**src/rtl/pal_cfg_loader.sv**
```systemverilog
// -----------------------------------------------------------------------------
// pal_cfg_loader
//
// Loads the PAL fabric configuration chain from a word-wide valid/ready stream.
// Each accepted word is shifted out MSB-first, one bit per cycle, onto the PAL
// serial config input (pal_cfg, qualified by pal_shift). Once CFG_BITS bits have
// been shifted, pal_en is held high for APPLY_CYCLES cycles and the sticky done
// flag is raised. If the source stalls for TIMEOUT idle cycles, the load is
// abandoned with the sticky err flag set.
//
// Ports
//   clk        clock, rising edge
//   res_n      asynchronous active-low reset
//   start      pulse: begin a load (ignored while busy)
//   abort      pulse: cancel, return to IDLE, clear flags (beats start)
//   s_data     config word, MSB shifted first
//   s_valid    s_data valid
//   s_ready    loader takes s_data this cycle
//   pal_cfg    serial config bit to the PAL chain
//   pal_shift  pal_cfg valid, PAL chain shifts this cycle
//   pal_en     PAL apply enable
//   busy       load or apply in progress
//   done       sticky: last load completed
//   err        sticky: last load timed out
//   bit_cnt    bits shifted so far in the current load
// -----------------------------------------------------------------------------
module pal_cfg_loader #(
    parameter int CFG_BITS     = 736,
    parameter int WORD_W       = 8,
    parameter int APPLY_CYCLES = 2,
    parameter int TIMEOUT      = 1023
) (
    input  logic                          clk,
    input  logic                          res_n,
    input  logic                          start,
    input  logic                          abort,
    input  logic [WORD_W-1:0]             s_data,
    input  logic                          s_valid,
    output logic                          s_ready,
    output logic                          pal_cfg,
    output logic                          pal_shift,
    output logic                          pal_en,
    output logic                          busy,
    output logic                          done,
    output logic                          err,
    output logic [$clog2(CFG_BITS+1)-1:0] bit_cnt
);

    localparam int CW = $clog2(CFG_BITS + 1);
    localparam int BW = $clog2(WORD_W + 1);
    localparam int TW = (TIMEOUT > 0) ? $clog2(TIMEOUT + 1) : 1;
    localparam int AW = (APPLY_CYCLES > 1) ? $clog2(APPLY_CYCLES) : 1;

    typedef enum logic [2:0] {
        ST_IDLE,
        ST_LOAD,
        ST_APPLY,
        ST_DONE,
        ST_ERR
    } state_t;

    state_t            state_reg, state_next;
    logic [WORD_W-1:0] shreg_reg, shreg_next;
    logic [BW-1:0]     bits_left_reg, bits_left_next;
    logic [CW-1:0]     bit_cnt_reg, bit_cnt_next;
    logic [TW-1:0]     tmo_reg, tmo_next;
    logic [AW-1:0]     apply_reg, apply_next;
    logic              done_reg, done_next;
    logic              err_reg, err_next;

    logic shifting;
    logic words_needed;
    logic accept;
    logic last_bit;
    logic idle_cycle;
    logic tmo_hit;

    // -------------------------------------------------------------------------
    // State register
    // -------------------------------------------------------------------------
    always_ff @(posedge clk or negedge res_n) begin
        if (!res_n) begin
            state_reg     <= ST_IDLE;
            shreg_reg     <= '0;
            bits_left_reg <= '0;
            bit_cnt_reg   <= '0;
            tmo_reg       <= '0;
            apply_reg     <= '0;
            done_reg      <= 1'b0;
            err_reg       <= 1'b0;
        end else begin
            state_reg     <= state_next;
            shreg_reg     <= shreg_next;
            bits_left_reg <= bits_left_next;
            bit_cnt_reg   <= bit_cnt_next;
            tmo_reg       <= tmo_next;
            apply_reg     <= apply_next;
            done_reg      <= done_next;
            err_reg       <= err_next;
        end
    end

    // -------------------------------------------------------------------------
    // Next-state and outputs
    // -------------------------------------------------------------------------
    always_comb begin
        state_next     = state_reg;
        shreg_next     = shreg_reg;
        bits_left_next = bits_left_reg;
        bit_cnt_next   = bit_cnt_reg;
        tmo_next       = tmo_reg;
        apply_next     = apply_reg;
        done_next      = done_reg;
        err_next       = err_reg;

        shifting     = (state_reg == ST_LOAD) && (bits_left_reg != '0);
        // Only request another word if the bits already held do not finish the chain.
        words_needed = (int'(bit_cnt_reg) + int'(bits_left_reg)) < CFG_BITS;
        // Ready on the final bit of a word too, so the next word lands without a bubble.
        s_ready      = (state_reg == ST_LOAD) && (bits_left_reg <= BW'(1)) && words_needed;
        accept       = s_ready && s_valid;
        last_bit     = shifting && (bit_cnt_reg == CW'(CFG_BITS - 1));
        idle_cycle   = (state_reg == ST_LOAD) && (bits_left_reg == '0) && !s_valid;
        tmo_hit      = 1'b0;
        if (TIMEOUT > 0) begin
            tmo_hit = idle_cycle && (tmo_reg == TW'(TIMEOUT - 1));
        end

        case (state_reg)
            ST_IDLE, ST_DONE, ST_ERR: begin
                if (start) begin
                    state_next     = ST_LOAD;
                    done_next      = 1'b0;
                    err_next       = 1'b0;
                    bit_cnt_next   = '0;
                    bits_left_next = '0;
                    shreg_next     = '0;
                    tmo_next       = '0;
                end
            end

            ST_LOAD: begin
                if (shifting) begin
                    shreg_next     = shreg_reg << 1;
                    bits_left_next = bits_left_reg - BW'(1);
                    if (bit_cnt_reg != CW'(CFG_BITS)) begin
                        bit_cnt_next = bit_cnt_reg + CW'(1);
                    end
                end
                if (accept) begin
                    shreg_next     = s_data;
                    bits_left_next = BW'(WORD_W);
                    tmo_next       = '0;
                end else if (idle_cycle && (TIMEOUT > 0)) begin
                    tmo_next = tmo_reg + TW'(1);
                end
                if (last_bit) begin
                    // Chain is full: any unshifted low bits of the final word are dropped.
                    bits_left_next = '0;
                    shreg_next     = '0;
                    apply_next     = '0;
                    state_next     = ST_APPLY;
                end else if (tmo_hit) begin
                    state_next = ST_ERR;
                    err_next   = 1'b1;
                end
            end

            ST_APPLY: begin
                if (apply_reg == AW'(APPLY_CYCLES - 1)) begin
                    state_next = ST_DONE;
                    done_next  = 1'b1;
                end else begin
                    apply_next = apply_reg + AW'(1);
                end
            end

            default: begin
                state_next = ST_IDLE;
            end
        endcase

        // Abort overrides everything, including a start in the same cycle.
        if (abort) begin
            state_next     = ST_IDLE;
            done_next      = 1'b0;
            err_next       = 1'b0;
            bit_cnt_next   = '0;
            bits_left_next = '0;
            shreg_next     = '0;
            tmo_next       = '0;
            apply_next     = '0;
        end

        pal_shift = shifting;
        pal_cfg   = shifting & shreg_reg[WORD_W-1];
        // Decoded straight from the state register so reset drops it without a clock.
        pal_en    = (state_reg == ST_APPLY);
        busy      = (state_reg == ST_LOAD) || (state_reg == ST_APPLY);
        done      = done_reg;
        err       = err_reg;
        bit_cnt   = bit_cnt_reg;
    end

endmodule

```
**config.mk**
```make
export PLATFORM = sky130hd
export DESIGN_NAME = pal_cfg_loader
export DESIGN_NICKNAME = d
export VERILOG_FILES = /design/src/rtl/pal_cfg_loader.sv
export SDC_FILE = /design/constraint.sdc
export NUM_CORES = 1
export LEC_CHECK = 0
export CAP_MARGIN = 5
export CORE_MARGIN = 3
export CORE_UTILIZATION = 52
export CTS_BUF_LIST = sky130_fd_sc_hd__clkbuf_8
export DETAILED_ROUTE_END_ITERATION = 10
export GPL_ROUTABILITY_DRIVEN = 0
export HOLD_SLACK_MARGIN = 0.03
export PLACE_DENSITY = 0.78
export SYNTH_ARGS = -nofsm -noshare
export SYNTH_HDL_FRONTEND = slang
export SYNTH_SLANG_ARGS = --single-unit
```
**constraint.sdc**
```tcl
create_clock -name clk -period 2.36 [get_ports clk]
set_input_delay 0.472 -clock clk [delete_from_list [all_inputs] [get_ports clk]]
set_output_delay 0.472 -clock clk [all_outputs]
set_load 0.05 [all_outputs]
```
# [Yosys cells after proc, flatten, opt, wreduce, memory -nomap -nowiden]
# Cells that the tools add are included.
[op_classes] n_mux=39 order_cmp=2 add_sub_neg=5 n_reduce_logical=24 bitwise=1 n_eq_ne=17
[op_table] operator="$mux W10" n=7
[op_table] operator="$mux W8" n=5
[op_table] operator="$pmux W10 S2" n=2
[op_table] operator="$add A10 B1 Y10 const B" n=2
[op_table] operator="$eq A10 B10 Y1 const B" n=2
[op_table] operator="$mux W4" n=5
[op_table] operator="$pmux W8 S2" n=1
[op_table] operator="$mux W3" n=5
[op_table] operator="$ne A3 B3 Y1 const B" n=5
[op_table] operator="$reduce_and A3 Y1" n=4
[op_table] operator="$add A10 B4 Y11" n=1
[op_table] operator="$lt A11 B10 Y1 const B" n=1
[op_table] operator="$ne A10 B10 Y1 const B" n=1
[op_table] operator="$mux W1" n=9
[op_table] operator="$pmux W3 S3" n=1
[op_table] operator="$reduce_bool A3 Y1" n=3
[op_table] operator="$logic_and A1 B1 Y1" n=8
[op_table] operator="$ne A4 B4 Y1 const B" n=2
[op_table] operator="$pmux W4 S2" n=1
[op_table] operator="$reduce_and A4 Y1" n=2
[op_table] operator="$eq A3 B2 Y1 const B" n=2
[op_table] operator="$ne A3 B2 Y1 const B" n=2
[op_table] operator="$pmux W1 S2" n=3
[op_table] operator="$ne A5 B5 Y1 const B" n=1
[op_table] operator="13 further kinds" n=13
[totals] out_inout_bits=17 reg_bits=38 in_bits=13 wordCells=96

# [Depth between registers and ports, before layout]
# Gate-level depths: netlist of run 1.
[depth] ltp_word=8 ltp_mapped=10 ltp_nobuf=9

# [Worst setup path after synthesis of run 1]
# OpenSTA, ideal clock, no wires.
[synth_path] path_kind="register to register" startpoint="register bit_cnt_reg[1], in the netlist bit_cnt[1]" endpoint="register shreg_reg[1]" t_required_ns=2.236 slack_ns=-0.678 stages_incl_launch_ff=10 period_less_slack_ns=3.038 setup_time_ns=0.124 path_buffers=1 arrival_ns=2.914 cell_sequence="dfrtp_1 > ha_1 > nand3_1 > o2bb2ai_1 > or3b_2 > a31oi_2 > and2_1 > buf_6 > o21bai_4 > a211o_1"
[synth_between] elab_chain_cells=8 word_cells_on_any_way=12 cone_classes="add/sub (1); order compare (1); eq/ne (2); mux (4); reduce/logical (4)"
[synth_lines] element="start: declaration" line_no="65" rtl="logic [CW-1:0] bit_cnt_reg, bit_cnt_next;"
[synth_lines] element="start signal: assignment" line_no="95" rtl="bit_cnt_reg <= bit_cnt_next;"
[synth_lines] element="$add A10 B4 Y11 (*)" line_no="118" rtl="words_needed = (int'(bit_cnt_reg) + int'(bits_left_reg)) < CFG_BITS;"
[synth_lines] element="$lt A11 B10 Y1 (*)" line_no="118"
[synth_lines] element="$logic_and A1 B1 Y1 (*)" line_no="120" rtl="s_ready = (state_reg == ST_LOAD) && (bits_left_reg <= BW'(1)) && words_needed;"
[synth_lines] element="via s_ready" line_no="39" rtl="output logic s_ready,"
[synth_lines] element="$logic_and A1 B1 Y1 (*)" line_no="121" rtl="accept = s_ready && s_valid;"
[synth_lines] element="$mux W8" line_no="150" rtl="if (accept) begin"
[synth_lines] element="$mux W8" line_no="157" rtl="if (last_bit) begin"
[synth_lines] element="$pmux W8 S2" line_no="129" rtl="case (state_reg)"
[synth_lines] element="$mux W8" line_no="184" rtl="if (abort) begin"
[synth_lines] element="end signal: assignment" line_no="93" rtl="shreg_reg <= shreg_next;"
[synth_lines] element="end: declaration" line_no="63" rtl="logic [WORD_W-1:0] shreg_reg, shreg_next;"
# The timed path passes the listed nets; every way through them passes the cells marked *.
# A chain may end at the register's enable or synchronous reset.

# [Final worst setup path of run 1]
[layout_path] startpoint="register bits_left_reg[1]" endpoint="output port s_ready"
[layout_between] elab_chain_cells=3 word_cells_on_any_way=5 cone_classes="add/sub (1); order compare (2); reduce/logical (2)"
[layout_lines] element="start: declaration" line_no="64" rtl="logic [BW-1:0] bits_left_reg, bits_left_next;"
[layout_lines] element="start signal: assignment" line_no="94" rtl="bits_left_reg <= bits_left_next;"
[layout_lines] element="$add A10 B4 Y11 / $le A4 B1 Y1 (equally long branches)" line_no="118, 120"
[layout_lines] element="$lt A11 B10 Y1 / $logic_and A1 B1 Y1 (equally long branches)" line_no="118, 120"
[layout_lines] element="$logic_and A1 B1 Y1 (*)" line_no="120"
[layout_lines] element="end: declaration" line_no="39"
# Mark *: on every way between the ends. The rest lies on a longest branch, timed or not.

==> impl_metrics.csv, run 1 <==
group,metric,value,unit
status,outcome,"finished, violations left",
status,violations,"setup timing",
floorplan,fp.dieH,72.8,um
place,pre_cts_ws,-0.0178,ns
setup_path,reg2reg_from,"bits_left_reg[1]",
global_route,grt_pass1_vias,2234,
setup_path,crit_path_end_kind,"primary output",
timing,final_hold_viol_count,0,
timing,slew_headroom,0.658,
floorplan,die_area,0.00530,mm^2
power,vdd_drop_max,591,uV
timing,finalMaxSlewViolations,0,
logic_synthesis,synth.largest_area_cell,"dfrtp_1",
route,wire_per_inst,16.8,um
route,drc,0,
final_layout,fin_area,0.00318,mm^2
route,dr.pass1.iters,4,
setup_path,crit_path_max_incr_delay,0.43,ns
final_layout,areaGrowthSynthToFinish,37.3,%
route,vias_per_cell,6.07,
place,dpl.cell_count,360,
floorplan,die_w,72.8,um
power,pwr_density_cell,836,mW/mm^2
timing,fin_crit_sh,1.05,
setup_path,path_class,"reg -> out",
logic_synthesis,yosysUniqueCellTypes,51,
setup_path,endpoint,"s_ready",
power,p_leak,0.00144,uW
floorplan,coreArea,0.00414,mm^2
timing,rsz0062_at_grt,"true",
logic_synthesis,netlist_area,0.00232,mm^2
flow_run,maxCapViolCount,0,
route,routed_wl,6.27,mm
setup_path,cp_max_fo,3,
clocking,htree_num_levels,2,
floorplan,ios,30,
setup_path,r2r-end,"shreg_reg[1]",
logic_synthesis,synth_edf_count,0,
timing,skew,0.00840,ns
logic_synthesis,postSynthCellCount,259,
logic_synthesis,yosysWarnings,0,
global_route,overflow,0,
global_route,antenna_found_initial,0,
logic_synthesis,synth_fp_nets,282,
floorplan,start_util,0.559,
timing,timing.final.ws_setup,-0.115,ns
setup_path,reg2reg_depth,9,
clocking,cts-buffers-inserted,5,
setup_path,reg2reg_slack,0.08,ns
timing,final.min_clock_period,2.48,ns
place,hpwl,4.32,mm
setup_path,critPathLaunch,"bits_left_reg[1]",
final_layout,n_antenna_cell,0,
timing,tightest_slew,0.511,ns
global_route,grt.total_usage,0.254,
timing,finalSetupViolCount,1,
place,io_buffer_count,29,
logic_synthesis,ys_top_cells_by_count,"dfrtp_1, nor2_1, nand2_1, and3_1, o21ai_0",
clocking,clk_pin_slew,0.08,ns
logic_synthesis,synth_most_common_cell,"dfrtp_1",
logic_synthesis,ys_ff_latch,38,
setup_path,worstPathRequired,1.89,ns
clocking,cts_sinks,38,
global_route,grt_max_degree,21,
place,place_area,0.00293,mm^2
logic_synthesis,avgSynthCellArea,8.95,um^2
logic_synthesis,async_reset_ff_frac,1.00,
final_layout,drive_gt1_frac,0.244,
setup_path,worstPathCellList,"ha_4 -> nand3_2 -> o2bb2ai_2 -> or3b_4 -> a31oi_4 -> buf_6 -> buf_12",
final_layout,fin_util,0.768,
timing,clock.fmax,404,MHz
route,ant_nets,0,
setup_path,critPathSlowestCell,"dfrtp_1",
global_route,grt_pass1_wl,10.5,mm
clocking,clk_path_buf_depth,2,
final_layout,final_nets,346,
route,first_iter_violations,160,
logic_synthesis,synth-main-ff-cell,"dfrtp_1",
clocking,clk_latency,0.30,ns
worst_hold_path,hold_class,"in -> async",
final_layout,finalNonFillerCells,374,
clocking,tritoncts,"done",
logic_synthesis,synth_area_leaders,"dfrtp_1, ha_1, and3_1",
setup_path,start_kind,"register",
setup_path,worstPathArrival,2.00,ns
floorplan,rows,23,
logic_synthesis,synth_seq_area_share,0.410,
clocking,root_buffer,"clkbuf_8",
route,num_vias,2272,
logic_synthesis,synth_top_area_share,0.410,
clocking,cts_hold_buf,0,
cells by family after synthesis:
logic type | after synthesis | synth area share
xor+xnor | 8 | 0.0302
flops | 38 | 0.410
compound gates | 65 | 0.194
buf+inv | 20 | 0.0405
simple gates | 118 | 0.271
fa+ha+maj | 10 | 0.0540
stage by stage:
step           total power, uW  setup TNS (ns)  hold WS, ns
3_5_place_dp              1900         -0.0178        0.452
6_report                  2660          -0.115        0.125
2_1_floorplan             1450           -3.98        0.176
3_3_place_gp              1870               0        0.449
4_1_cts                   2560          -0.138        0.142
5_1_grt                   2790          -0.203        0.144
per-layer routing:
metal	share of wire	track usage	vias to the layer above	routed length [um]
met3	0.055	0.0551	17	342
met2	0.48	0.412	88	3000
met4	0.020	0.0881	0	127
met1	0.45	0.336	1100	2800
li1	-	-	1067	-
met5	0	0	-	0
worst min path at each step:
stage / end / depth (start not counted)
6_report: shreg_reg[2] / 1
5_1_grt: shreg_reg[4] / 1
4_1_cts: shreg_reg[4] / 1
3_5_place_dp: shreg_reg[4] / 1
3_3_place_gp: shreg_reg[4] / 1
2_1_floorplan: apply_reg / 0
worst max-delay path, delay by kind of cell, from the launching register on:
family	cells	cell delay (ns)
AO/OA/AOI/OAI	2	0.30
adder cells (fa/ha/maj)	1	0.28
buffers and inverters	2	0.25
flip-flops	1	0.43
AND/OR/NAND/NOR	2	0.44
where the power goes:
group | total, uW | switching, uW | internal, uW
combinational | 1350 | 747 | 600
sequential | 768 | 62.5 | 706
clock | 545 | 237 | 308
total | 2660 | 1050 | 1610
layout by cell type, fill, tap and decap left out, types with 7 or more instances in the layout:
cell,count
buf_4,35
a211o_1,7
dfrtp_1,33
o21ai_0,12
clkdlybuf4s50_1,23
and3_1,19
inv_1,12
nor3_1,10
a21oi_1,13
nand3_1,11
nand2_1,20
nor2_1,22
timing repair:
| action | CTS | global route |
|---|---|---|
| setup endpoints to repair | 3 | 28 |
| setup buffers | 4 | 2 |
| resized for setup | 9 | 11 |
| pin swaps | 1 | 1 |
cell type report:
type	count	area, um^2
multi-input cells	201	1410
fillers	281	961
flip-flops and latches	38	957
repair buffers	66	603
clock buffers	5	68.8
well taps	50	62.6
inverters	11	41.3
clock inverters	3	37.5
Power figures use the tool's default switching activity.
==> run 2: changes to the inputs <==
SLEW_MARGIN = 20   (was default)
==> results of run 2 <==
Final layout, timing and power as in run 1 (identical DEF).
